--- src/rtl/ost_command_initiator.sv ---
// STC register-access master: expands one timing request into write strobes
// (addr 1..7) or a read with bounded wait, then pulses a one-cycle completion.
module ost_command_initiator #(
    parameter int TIMEOUT_CYC = 16,
    parameter int CNT_W       = 8
) (
    input  logic        i_clk,
    input  logic        i_rst_n,
    input  logic        i_req_valid,
    output logic        o_req_ready,
    input  logic [2:0]  iv_req_op,
    input  logic [63:0] iv_req_data,
    input  logic [31:0] iv_req_pit,
    input  logic [18:0] iv_req_addr,
    output logic        o_stc_wr,
    output logic [31:0] ov_stc_wdata,
    output logic [18:0] ov_stc_addr,
    output logic        o_stc_addr_fixed,
    output logic        o_stc_rd,
    input  logic        i_stc_wr,
    input  logic [31:0] iv_stc_rdata,
    input  logic [18:0] iv_stc_raddr,
    input  logic        i_stc_addr_fixed,
    output logic        o_rsp_valid,
    output logic [31:0] ov_rsp_data,
    output logic [18:0] ov_rsp_addr,
    output logic        o_rsp_timeout,
    output logic        o_rsp_err
);

    typedef enum logic [2:0] {
        S_IDLE,
        S_WR_HI,
        S_WR_LO,
        S_WR_PIT,
        S_WR_ONE,
        S_RD_ISSUE,
        S_RD_WAIT,
        S_DONE
    } state_t;

    state_t      state_q, state_d;
    logic [2:0]  op_q, op_d;
    logic [63:0] data_q, data_d;
    logic [31:0] pit_q, pit_d;
    logic [18:0] raddr_q, raddr_d;
    logic [CNT_W-1:0] cnt_q, cnt_d;
    logic [31:0] rdata_q, rdata_d;
    logic        timeout_q, timeout_d;
    logic        err_q, err_d;
    logic [18:0] last_addr_q, last_addr_d;

    logic        req_ready_q, req_ready_d;
    logic        stc_wr_q, stc_wr_d;
    logic        stc_rd_q, stc_rd_d;
    logic [31:0] stc_wdata_q, stc_wdata_d;
    logic [18:0] stc_addr_q, stc_addr_d;
    logic        rsp_valid_q, rsp_valid_d;
    logic [31:0] rsp_data_q, rsp_data_d;
    logic [18:0] rsp_addr_q, rsp_addr_d;
    logic        rsp_timeout_q, rsp_timeout_d;
    logic        rsp_err_q, rsp_err_d;

    logic rd_match;
    assign rd_match = i_stc_wr && !i_stc_addr_fixed && (iv_stc_raddr == raddr_q);

    // Next-state and request latching.
    always_comb begin
        // NOTE: every variable gets a default first so no path can infer a latch.
        state_d   = state_q;
        op_d      = op_q;
        data_d    = data_q;
        pit_d     = pit_q;
        raddr_d   = raddr_q;
        cnt_d     = cnt_q;
        rdata_d   = rdata_q;
        timeout_d = timeout_q;
        err_d     = err_q;

        case (state_q)
            S_IDLE: begin
                if (i_req_valid && req_ready_q) begin
                    op_d      = iv_req_op;
                    data_d    = iv_req_data;
                    pit_d     = iv_req_pit;
                    raddr_d   = iv_req_addr;
                    cnt_d     = '0;
                    rdata_d   = '0;
                    timeout_d = 1'b0;
                    err_d     = 1'b0;
                    case (iv_req_op)
                        3'd1:                   state_d = S_WR_HI;
                        3'd0, 3'd2, 3'd3, 3'd4: state_d = S_WR_ONE;
                        3'd5:                   state_d = S_RD_ISSUE;
                        default: begin
                            // Illegal ops spend the issue slot without a strobe,
                            // so they answer on the same cycle as a single write.
                            err_d   = 1'b1;
                            state_d = S_WR_ONE;
                        end
                    endcase
                end
            end
            S_WR_HI:    state_d = S_WR_LO;
            S_WR_LO:    state_d = S_WR_PIT;
            S_WR_PIT:   state_d = S_DONE;
            S_WR_ONE:   state_d = S_DONE;
            S_RD_ISSUE: begin
                cnt_d   = '0;
                state_d = S_RD_WAIT;
            end
            S_RD_WAIT: begin
                if (rd_match) begin
                    rdata_d = iv_stc_rdata;
                    state_d = S_DONE;
                end else if (cnt_q == CNT_W'(TIMEOUT_CYC - 2)) begin
                    timeout_d = 1'b1;
                    state_d   = S_DONE;
                end else begin
                    cnt_d = cnt_q + 1'b1;
                end
            end
            S_DONE:     state_d = S_IDLE;
            default:    state_d = S_IDLE;
        endcase
    end

    // Outputs are decoded from the next state so they appear registered in the
    // same cycle the state is entered.
    always_comb begin
        stc_wr_d    = 1'b0;
        stc_rd_d    = 1'b0;
        stc_wdata_d = '0;
        stc_addr_d  = '0;

        case (state_d)
            S_WR_HI: begin
                stc_wr_d    = 1'b1;
                stc_addr_d  = 19'd2;
                stc_wdata_d = data_d[63:32];
            end
            S_WR_LO: begin
                stc_wr_d    = 1'b1;
                stc_addr_d  = 19'd3;
                stc_wdata_d = data_d[31:0];
            end
            S_WR_PIT: begin
                stc_wr_d    = 1'b1;
                stc_addr_d  = 19'd4;
                stc_wdata_d = pit_d;
            end
            S_WR_ONE: begin
                case (op_d)
                    3'd0: begin
                        stc_wr_d    = 1'b1;
                        stc_addr_d  = 19'd1;
                        stc_wdata_d = {20'b0, data_d[11:0]};
                    end
                    3'd2: begin
                        stc_wr_d    = 1'b1;
                        stc_addr_d  = 19'd5;
                        stc_wdata_d = data_d[31:0];
                    end
                    3'd3: begin
                        stc_wr_d    = 1'b1;
                        stc_addr_d  = 19'd6;
                        stc_wdata_d = data_d[31:0];
                    end
                    3'd4: begin
                        stc_wr_d    = 1'b1;
                        stc_addr_d  = 19'd7;
                        stc_wdata_d = data_d[31:0];
                    end
                    default: ;
                endcase
            end
            S_RD_ISSUE: begin
                stc_rd_d   = 1'b1;
                stc_addr_d = raddr_d;
            end
            default: ;
        endcase

        last_addr_d   = (stc_wr_d || stc_rd_d) ? stc_addr_d : last_addr_q;
        req_ready_d   = (state_d == S_IDLE);
        rsp_valid_d   = (state_d == S_DONE);
        rsp_data_d    = rsp_valid_d ? rdata_d     : '0;
        rsp_addr_d    = rsp_valid_d ? last_addr_d : '0;
        rsp_timeout_d = rsp_valid_d && timeout_d;
        rsp_err_d     = rsp_valid_d && err_d;
    end

    // NOTE: sequential state uses non-blocking assignments only.
    always_ff @(posedge i_clk or negedge i_rst_n) begin
        if (!i_rst_n) begin
            state_q       <= S_IDLE;
            op_q          <= '0;
            data_q        <= '0;
            pit_q         <= '0;
            raddr_q       <= '0;
            cnt_q         <= '0;
            rdata_q       <= '0;
            timeout_q     <= 1'b0;
            err_q         <= 1'b0;
            last_addr_q   <= '0;
            req_ready_q   <= 1'b1;
            stc_wr_q      <= 1'b0;
            stc_rd_q      <= 1'b0;
            stc_wdata_q   <= '0;
            stc_addr_q    <= '0;
            rsp_valid_q   <= 1'b0;
            rsp_data_q    <= '0;
            rsp_addr_q    <= '0;
            rsp_timeout_q <= 1'b0;
            rsp_err_q     <= 1'b0;
        end else begin
            state_q       <= state_d;
            op_q          <= op_d;
            data_q        <= data_d;
            pit_q         <= pit_d;
            raddr_q       <= raddr_d;
            cnt_q         <= cnt_d;
            rdata_q       <= rdata_d;
            timeout_q     <= timeout_d;
            err_q         <= err_d;
            last_addr_q   <= last_addr_d;
            req_ready_q   <= req_ready_d;
            stc_wr_q      <= stc_wr_d;
            stc_rd_q      <= stc_rd_d;
            stc_wdata_q   <= stc_wdata_d;
            stc_addr_q    <= stc_addr_d;
            rsp_valid_q   <= rsp_valid_d;
            rsp_data_q    <= rsp_data_d;
            rsp_addr_q    <= rsp_addr_d;
            rsp_timeout_q <= rsp_timeout_d;
            rsp_err_q     <= rsp_err_d;
        end
    end

    assign o_req_ready      = req_ready_q;
    assign o_stc_wr         = stc_wr_q;
    assign o_stc_rd         = stc_rd_q;
    assign ov_stc_wdata     = stc_wdata_q;
    assign ov_stc_addr      = stc_addr_q;
    assign o_stc_addr_fixed = 1'b0;
    assign o_rsp_valid      = rsp_valid_q;
    assign ov_rsp_data      = rsp_data_q;
    assign ov_rsp_addr      = rsp_addr_q;
    assign o_rsp_timeout    = rsp_timeout_q;
    assign o_rsp_err        = rsp_err_q;

endmodule

--- config.mk ---
export PLATFORM = sky130hd
export DESIGN_NAME = ost_command_initiator
export DESIGN_NICKNAME = d
export VERILOG_FILES = /design/src/rtl/ost_command_initiator.sv
export SDC_FILE = /design/constraint.sdc
export NUM_CORES = 1
export LEC_CHECK = 0
export BUFFER_PORTS_ARGS = -buffer_cell sky130_fd_sc_hd__buf_2
export CAP_MARGIN = 10
export CORE_MARGIN = 2
export CORE_UTILIZATION = 30
export CTS_BUF_LIST = sky130_fd_sc_hd__clkbuf_2 sky130_fd_sc_hd__clkbuf_4 sky130_fd_sc_hd__clkbuf_8
export CTS_CLUSTER_DIAMETER = 150
export DETAILED_ROUTE_END_ITERATION = 8
export GPL_TIMING_DRIVEN = 0
export PLACE_DENSITY_LB_ADDON = 0.15
export RECOVER_POWER = 50
export SLEW_MARGIN = 30
export SYNTH_ARGS = -nofsm -noshare
export SYNTH_HDL_FRONTEND = slang
export SYNTH_SLANG_ARGS = --single-unit
export TNS_END_PERCENT = 10
--- constraint.sdc ---
create_clock -name i_clk -period 3.2 [get_ports i_clk]
set_input_delay 0.32 -clock i_clk [delete_from_list [all_inputs] [get_ports i_clk]]
set_output_delay 0.32 -clock i_clk [all_outputs]
set_load 0.01 [all_outputs]
==> impl_metrics.tcl, run 1 <==
set metrics [dict create \
    arrival_ns 3.08 \
    grt_start_max_net_pins 81 \
    min_path_type "input port to flip-flop" \
    post-route-drc-count 0 \
    drv_slew 73 \
    synth_edf_count 0 \
    cp_top_family "buffers and inverters" \
    use_met2_pct 29.0 \
    drtIter0Drc 356 \
    grt_pass1_wl_um 54700 \
    clockBufferDepth 3 \
    finalSetupViolCount 0 \
    drv_cap 1 \
    cp-start-kind "flip-flop" \
    die_h_um 199 \
    period_share_pct 79.3 \
    die_x_um 199 \
    worst_slack_ns 0.662 \
    design.portCount 283 \
    nNetsFinal 1753 \
    max_freq_mhz 394 \
    crit_cells 7 \
    holdPathEnd "ov_stc_addr[0]$_DFF_PN0_" \
    violations "capacitance limit, slew limit" \
    holdWs_ns 0.158 \
    cts_setup_buffers 0 \
    power_density_nw_per_um2 705 \
    gp_congestion 0.771 \
    syn-num-nets 1268 \
    clk_latency_ns 0.62 \
    min-delay-start "iv_req_op[0]" \
    start_util_pct 30.3 \
    use_met1_pct 24.6 \
    die-area_um2 39400 \
    yosysUniqueCellTypes 50 \
    endpoint_kind "flip-flop" \
    path_class "flip-flop to flip-flop" \
    wl_per_cell_um 16.8 \
    tightest_slew_ns 1.98 \
    via_per_inst 4.33 \
    ys.flop_type "dfrtp_1" \
    fin_skew_ns 0.0335 \
    route.vias.total 9212 \
    cts_root_buf "clkbuf_8" \
    path_max_fanout 10 \
    leakagePower_nw 8.37 \
    cts_resized 0 \
    async_flop_share_pct 100 \
    status "complete, but fails checks" \
    nFillCells 3835 \
    rrSetupSlack_ns 0.66 \
    cp_slowest_cell "clkbuf_1" \
    max_stage_delay_ns 0.62 \
    required_ns 3.74 \
    syn_avg_cell_area_um2 10.4 \
    core_area_um2 37500 \
    ir_worst_vdd_uv 318 \
    antenna_found_initial 5 \
    preCtsSetupSlack_ns 0.640 \
    rr_startpoint "state_q[1]$_DFF_PN0_" \
    areaGrowthSynthToFinish_pct 39.9 \
    yosysWarnings 0 \
    dr.pass1.iters 4 \
    finalWirelength_um 35600 \
    clkSlewWorstSetupHoldPaths_ns 0.07 \
    postRouteAntennaNets 0 \
    grtUsageMet3_pct 4.20 \
    fin_crit_ns 2.54 \
    tritoncts "built" \
    numCtsBuffers 52 \
    io_buffer_count 280 \
    num_rows 71 \
    reg2reg_to "ov_stc_wdata[16]$_DFF_PN0_" \
    rsz0062_at_grt "no" \
    hold_depth 2 \
    grt_pass1_vias 9654 \
    grt-ovfl-total 0 \
    grt_usage_pct 18.3 \
    slew_headroom_pct -32.3 \
    path_buf_inv 3 \
    cts.sinks 287 \
    cp_cell_sequence "buf_6 -> nor3_2 -> nand3_1 -> buf_2 -> o21ai_0 -> clkbuf_1 -> a221o_1" \
    reg2regPathDepth 7 \
    grt.busiest_layer "met2" \
    syn_area_um2 11400 \
    drive_gt1_share_pct 22.1 \
    hpwl_um 23800 \
    yosysSeqAreaShare_pct 63.2 \
    synth-seq-cells 287 \
    hold_violations 0 \
    syn_inst 1092 \
    htreeDepth 2 \
    final_core_util_pct 42.4 \
]
[repair_timing]
action / CTS / global route
hold buffers: 148 / 0
hold endpoints to repair: 270 / 0
setup endpoints to repair: 0 / 0
[synthesized netlist by cell type (all sizes together) (2+ instances only)]
cell,number,area share [%]
nor2b,47,2.6
a21o,22,1.5
mux2i,3,0.26
nand4,6,0.33
ha,2,0.22
a22o,2,0.15
a32oi,3,0.30
nor2,45,1.5
xor2,4,0.31
xnor2,20,1.5
nand2,367,12
dfrtp,286,63
buf,40,2.3
a221o,20,1.8
clkbuf,17,0.56
or3,3,0.17
nand2b,22,1.2
a21oi,61,4.0
inv,38,1.3
o21ai,13,0.64
and3,33,1.8
nor4,2,0.17
nor3,8,0.58
nand3,13,0.57
[per-stage QoR]
step / std cells / TNS [ns] / area (um^2) / power (mW)
after floorplan: 1092 / 0 / 11400 / 6.61
after global placement: 1883 / -1099.51 / 13400 / 7.61
after detailed placement: 1886 / 0 / 13500 / 7.69
after CTS: 2125 / 0 / 16000 / 11.5
after global routing: 2126 / 0 / 15900 / 12.0
final: 2128 / 0 / 15900 / 11.2
[registers in the layout, summed over array words and instances (netlist names), 19 cells and up]
register / flops
data_q: 64
ov_stc_addr: 19
rdata_q: 32
pit_q: 32
ov_rsp_addr: 19
raddr_q: 19
ov_rsp_data: 32
last_addr_q: 19
ov_stc_wdata: 32
[final cells by class]
class                      instances  area (um^2)  area share [%]
buffer                            57          322            2.02
tap                              511          639            4.02
clock buffer                      85         1030            6.46
clock inverter                     6         37.5           0.236
sequential                       287         7180            45.2
timing repair buffer             431         2830            17.8
antenna                            3         7.51          0.0473
multi-input combinational        710         3700            23.3
inverter                          38          143           0.898
[cells by family (layout without fill, tap and decap cells)]
logic type,count (synthesis),after routing,synth area share (%)
and+or+nand+nor,553,553,21.6
xor gates and xnor gates,24,24,1.85
other,1,4,0.0330
DFF,287,287,63.2
buffers and inverters,95,617,4.10
adders and majority gates,2,2,0.220
muxes,3,3,0.264
AOI/OAI and AO/OA,127,127,8.70
[metal layers]
layer,vias to the layer above,part of all wire (%)
met2,259,46
met4,0,2.2
met5,-,0
li1,4482,-
met3,54,6.0
met1,4417,46
[cells in the final DEF (no fill, tap or decap), types with 33 or more instances in the layout]
master,n
dfrtp_1,286
a21oi_2,39
and3_1,33
dlygate4sd3_1,148
clkbuf_8,62
inv_1,38
nor2_1,43
buf_2,195
clkbuf_1,125
nor2b_1,47
nand2_1,367
[power breakdown]
part | internal [mW] | switching (mW) | leakage [nW]
registers | 4.57 | 0.349 | 3.83
logic | 1.04 | 1.71 | 3.98
clock network | 2.01 | 1.53 | 0.564
total | 7.61 | 3.59 | 8.37
[worst register-to-register path, stage by stage, from the launching register on]
cell	delay, ns
dfrtp_1	0.38
buf_6	0.14
nor3_2	0.22
nand3_1	0.14
buf_2	0.23
o21ai_0	0.44
clkbuf_1	0.62
a221o_1	0.27
[how the worst max path moves through the flow]
stage / start / end / slack (ns)
2_1_floorplan: raddr_q[7]$_DFF_PN0_ / ov_rsp_data[11]$_DFF_PN0_ / 1.40
3_3_place_gp: i_rst_n / ov_stc_wdata[2]$_DFF_PN0_ / -3.87
3_5_place_dp: iv_stc_raddr[7] / ov_rsp_data[20]$_DFF_PN0_ / 0.64
4_1_cts: raddr_q[7]$_DFF_PN0_ / ov_rsp_data[20]$_DFF_PN0_ / 0.66
5_1_grt: i_rst_n / last_addr_q[12]$_DFF_PN0_ / 0.44
6_report: state_q[1]$_DFF_PN0_ / ov_stc_wdata[16]$_DFF_PN0_ / 0.66
Note: power is estimated with default switching activity, not from simulation.
==> run 2: changes to the inputs <==
- clock period: 3.2 -> 2.3 ns (I/O delays scaled with it)
==> run 2 against run 1 <==
The flow now finishes without violations. Non-clock buffer count is 9 higher. Worst setup slack worse by 0.54 ns. Final area increased by 2.0%. Final cell count is 0.42% higher. Register-to-register slack worse by 0.54 ns. Combinational power grew 49%. Total power up 42%. Critical endpoint is now ov_stc_wdata[27]$_DFF_PN0_. Largest cell class unchanged. Largest power group unchanged.
==> impl_metrics.tcl, run 2 (synthesis results as in run 1) <==
set metrics [dict create \
    status "finished, final reports clean" \
    register_area_um2 7180 \
    rsz0062_at_grt "yes" \
    rrSetupSlack_ns 0.12 \
    design.portCount 283 \
    mostFrequentLayoutCells "nand2_1, buf_2, dfrtp_1, dlygate4sd3_1, clkbuf_8" \
    slew_headroom_pct 26.1 \
    hold_violations 0 \
    die_x_um 199 \
    reg2reg_to "ov_stc_wdata[27]$_DFF_PN0_" \
    core_area_um2 37500 \
    areaGrowthSynthToFinish_pct 42.7 \
    finalSetupViolCount 0 \
    path_class "flip-flop to flip-flop" \
    hpwl_um 23800 \
    power.total_mw 15.8 \
    layout_commonest_cell "nand2_1" \
    nNetsFinal 1762 \
    clkSlewWorstSetupHoldPaths_ns 0.06 \
    dpl.cell_count 1886 \
    cp-start-kind "flip-flop" \
    min_path_type "input port to flip-flop" \
    gp_congestion 0.771 \
    cts_root_buf "clkbuf_8" \
    fin_tns_setup_ns 0 \
    path_max_fanout 10 \
    holdWs_ns 0.0596 \
    fin_skew_ns 0.0334 \
    endpoint_kind "flip-flop" \
    multiInputGateArea_um2 3800 \
    max_freq_mhz 459 \
    holdPathEnd "ov_stc_addr[0]$_DFF_PN0_" \
    top_register "data_q" \
    route.vias.total 9258 \
    power_density_nw_per_um2 978 \
    grt-ovfl-total 0 \
    wl_per_cell_um 16.8 \
    min-delay-start "iv_req_op[0]" \
    drive_gt1_share_pct 30.3 \
    drv_slew 0 \
    htreeDepth 2 \
    fin_crit_ns 2.18 \
    postRouteAntennaNets 0 \
    dr.pass1.iters 6 \
    die-area_um2 39400 \
    via_per_inst 4.33 \
    grt_usage_pct 18.4 \
    die_h_um 199 \
    reg2regPathDepth 9 \
    grt_pass1_vias 9685 \
    tritoncts "built" \
    hold_depth 2 \
    drtIter0Drc 343 \
    tightest_slew_ns 1.11 \
    post-route-drc-count 0 \
    final_core_util_pct 43.2 \
    io_buffer_count 280 \
    arrival_ns 2.65 \
    largest_reg_flops 64 \
    clk_latency_ns 0.62 \
    layoutNonFillerInstCount 2137 \
    ir_worst_vdd_uv 442 \
    clockBufferDepth 3 \
    antenna_found_initial 5 \
    required_ns 2.78 \
    numCtsBuffers 52 \
    start_util_pct 30.3 \
    grt_start_max_net_pins 81 \
    finalWirelength_um 35800 \
    num_rows 71 \
    grt_pass1_wl_um 54800 \
    period_share_pct 94.7 \
    drv_cap 0 \
    leakagePower_nw 8.95 \
    nFillCells 3760 \
    cts.sinks 287 \
    rr_startpoint "state_q[1]$_DFF_PN0_" \
]
run 2: metrics by stage:
| step | instance area [um^2] | setup slack, ns |
|---|---|---|
| floorplan | 11400 | 0.498 |
| global placement | 13400 | -4.68 |
| detailed placement | 13500 | -0.210 |
| CTS | 16100 | 0.0185 |
| global route | 16200 | -0.00774 |
| finish | 16200 | 0.122 |
run 2: where the power goes:
group	internal, mW	switching [mW]	total, mW	leakage, nW
Combinational	1.61	2.47	4.09	4.56
Sequential	6.35	0.489	6.84	3.83
Clock	2.79	2.13	4.92	0.564
run 2: what timing repair did:
item                       CTS  global route
buffers inserted             4             5
hold endpoints to repair   308             0
pin swaps                    2             5
setup endpoints to repair  116           115
gates resized for setup     11            27
hold buffers               148             0
run 2: layout make-up:
cell class / count / share of cell area, %
multi-input cells: 710 / 23.5
plain buffers: 57 / 2.16
clock buffers: 85 / 6.33
flip-flops and latches: 287 / 44.3
clock inverters: 6 / 0.232
repair buffers: 440 / 18.6
inverters: 38 / 0.880
diodes: 3 / 0.0463
well taps: 511 / 3.95
run 2: how the worst max path moves through the flow:
stage / to / startpoint / slack (ns)
after floorplan: ov_rsp_data[11]$_DFF_PN0_ / raddr_q[7]$_DFF_PN0_ / 0.50
after global placement: ov_stc_wdata[2]$_DFF_PN0_ / i_rst_n / -4.68
after detailed placement: ov_rsp_data[25]$_DFF_PN0_ / cnt_q[0]$_DFFE_PN0P_ / -0.21
after CTS: ov_stc_wdata[7]$_DFF_PN0_ / o_req_ready$_DFF_PN1_ / 0.02
after global routing: ov_stc_wdata[7]$_DFF_PN0_ / o_req_ready$_DFF_PN1_ / -0.008
final: ov_stc_wdata[27]$_DFF_PN0_ / state_q[1]$_DFF_PN0_ / 0.12
run 2: critical path, cell delays in order, from the launching register on:
cell     delay [ns]
dfrtp_1        0.38
buf_6          0.14
nor3_2         0.22
nand3_1        0.13
buf_2          0.23
buf_2          0.24
buf_2          0.22
nand2_1        0.09
nand2_1        0.07
a221o_1        0.30
run 2: routing by layer:
metal / global-route usage (%) / share of wire (%)
met5: 0 / 0
met1: 24.6 / 46
met4: 6.77 / 2.2
met2: 29.1 / 46
met3: 4.20 / 5.6
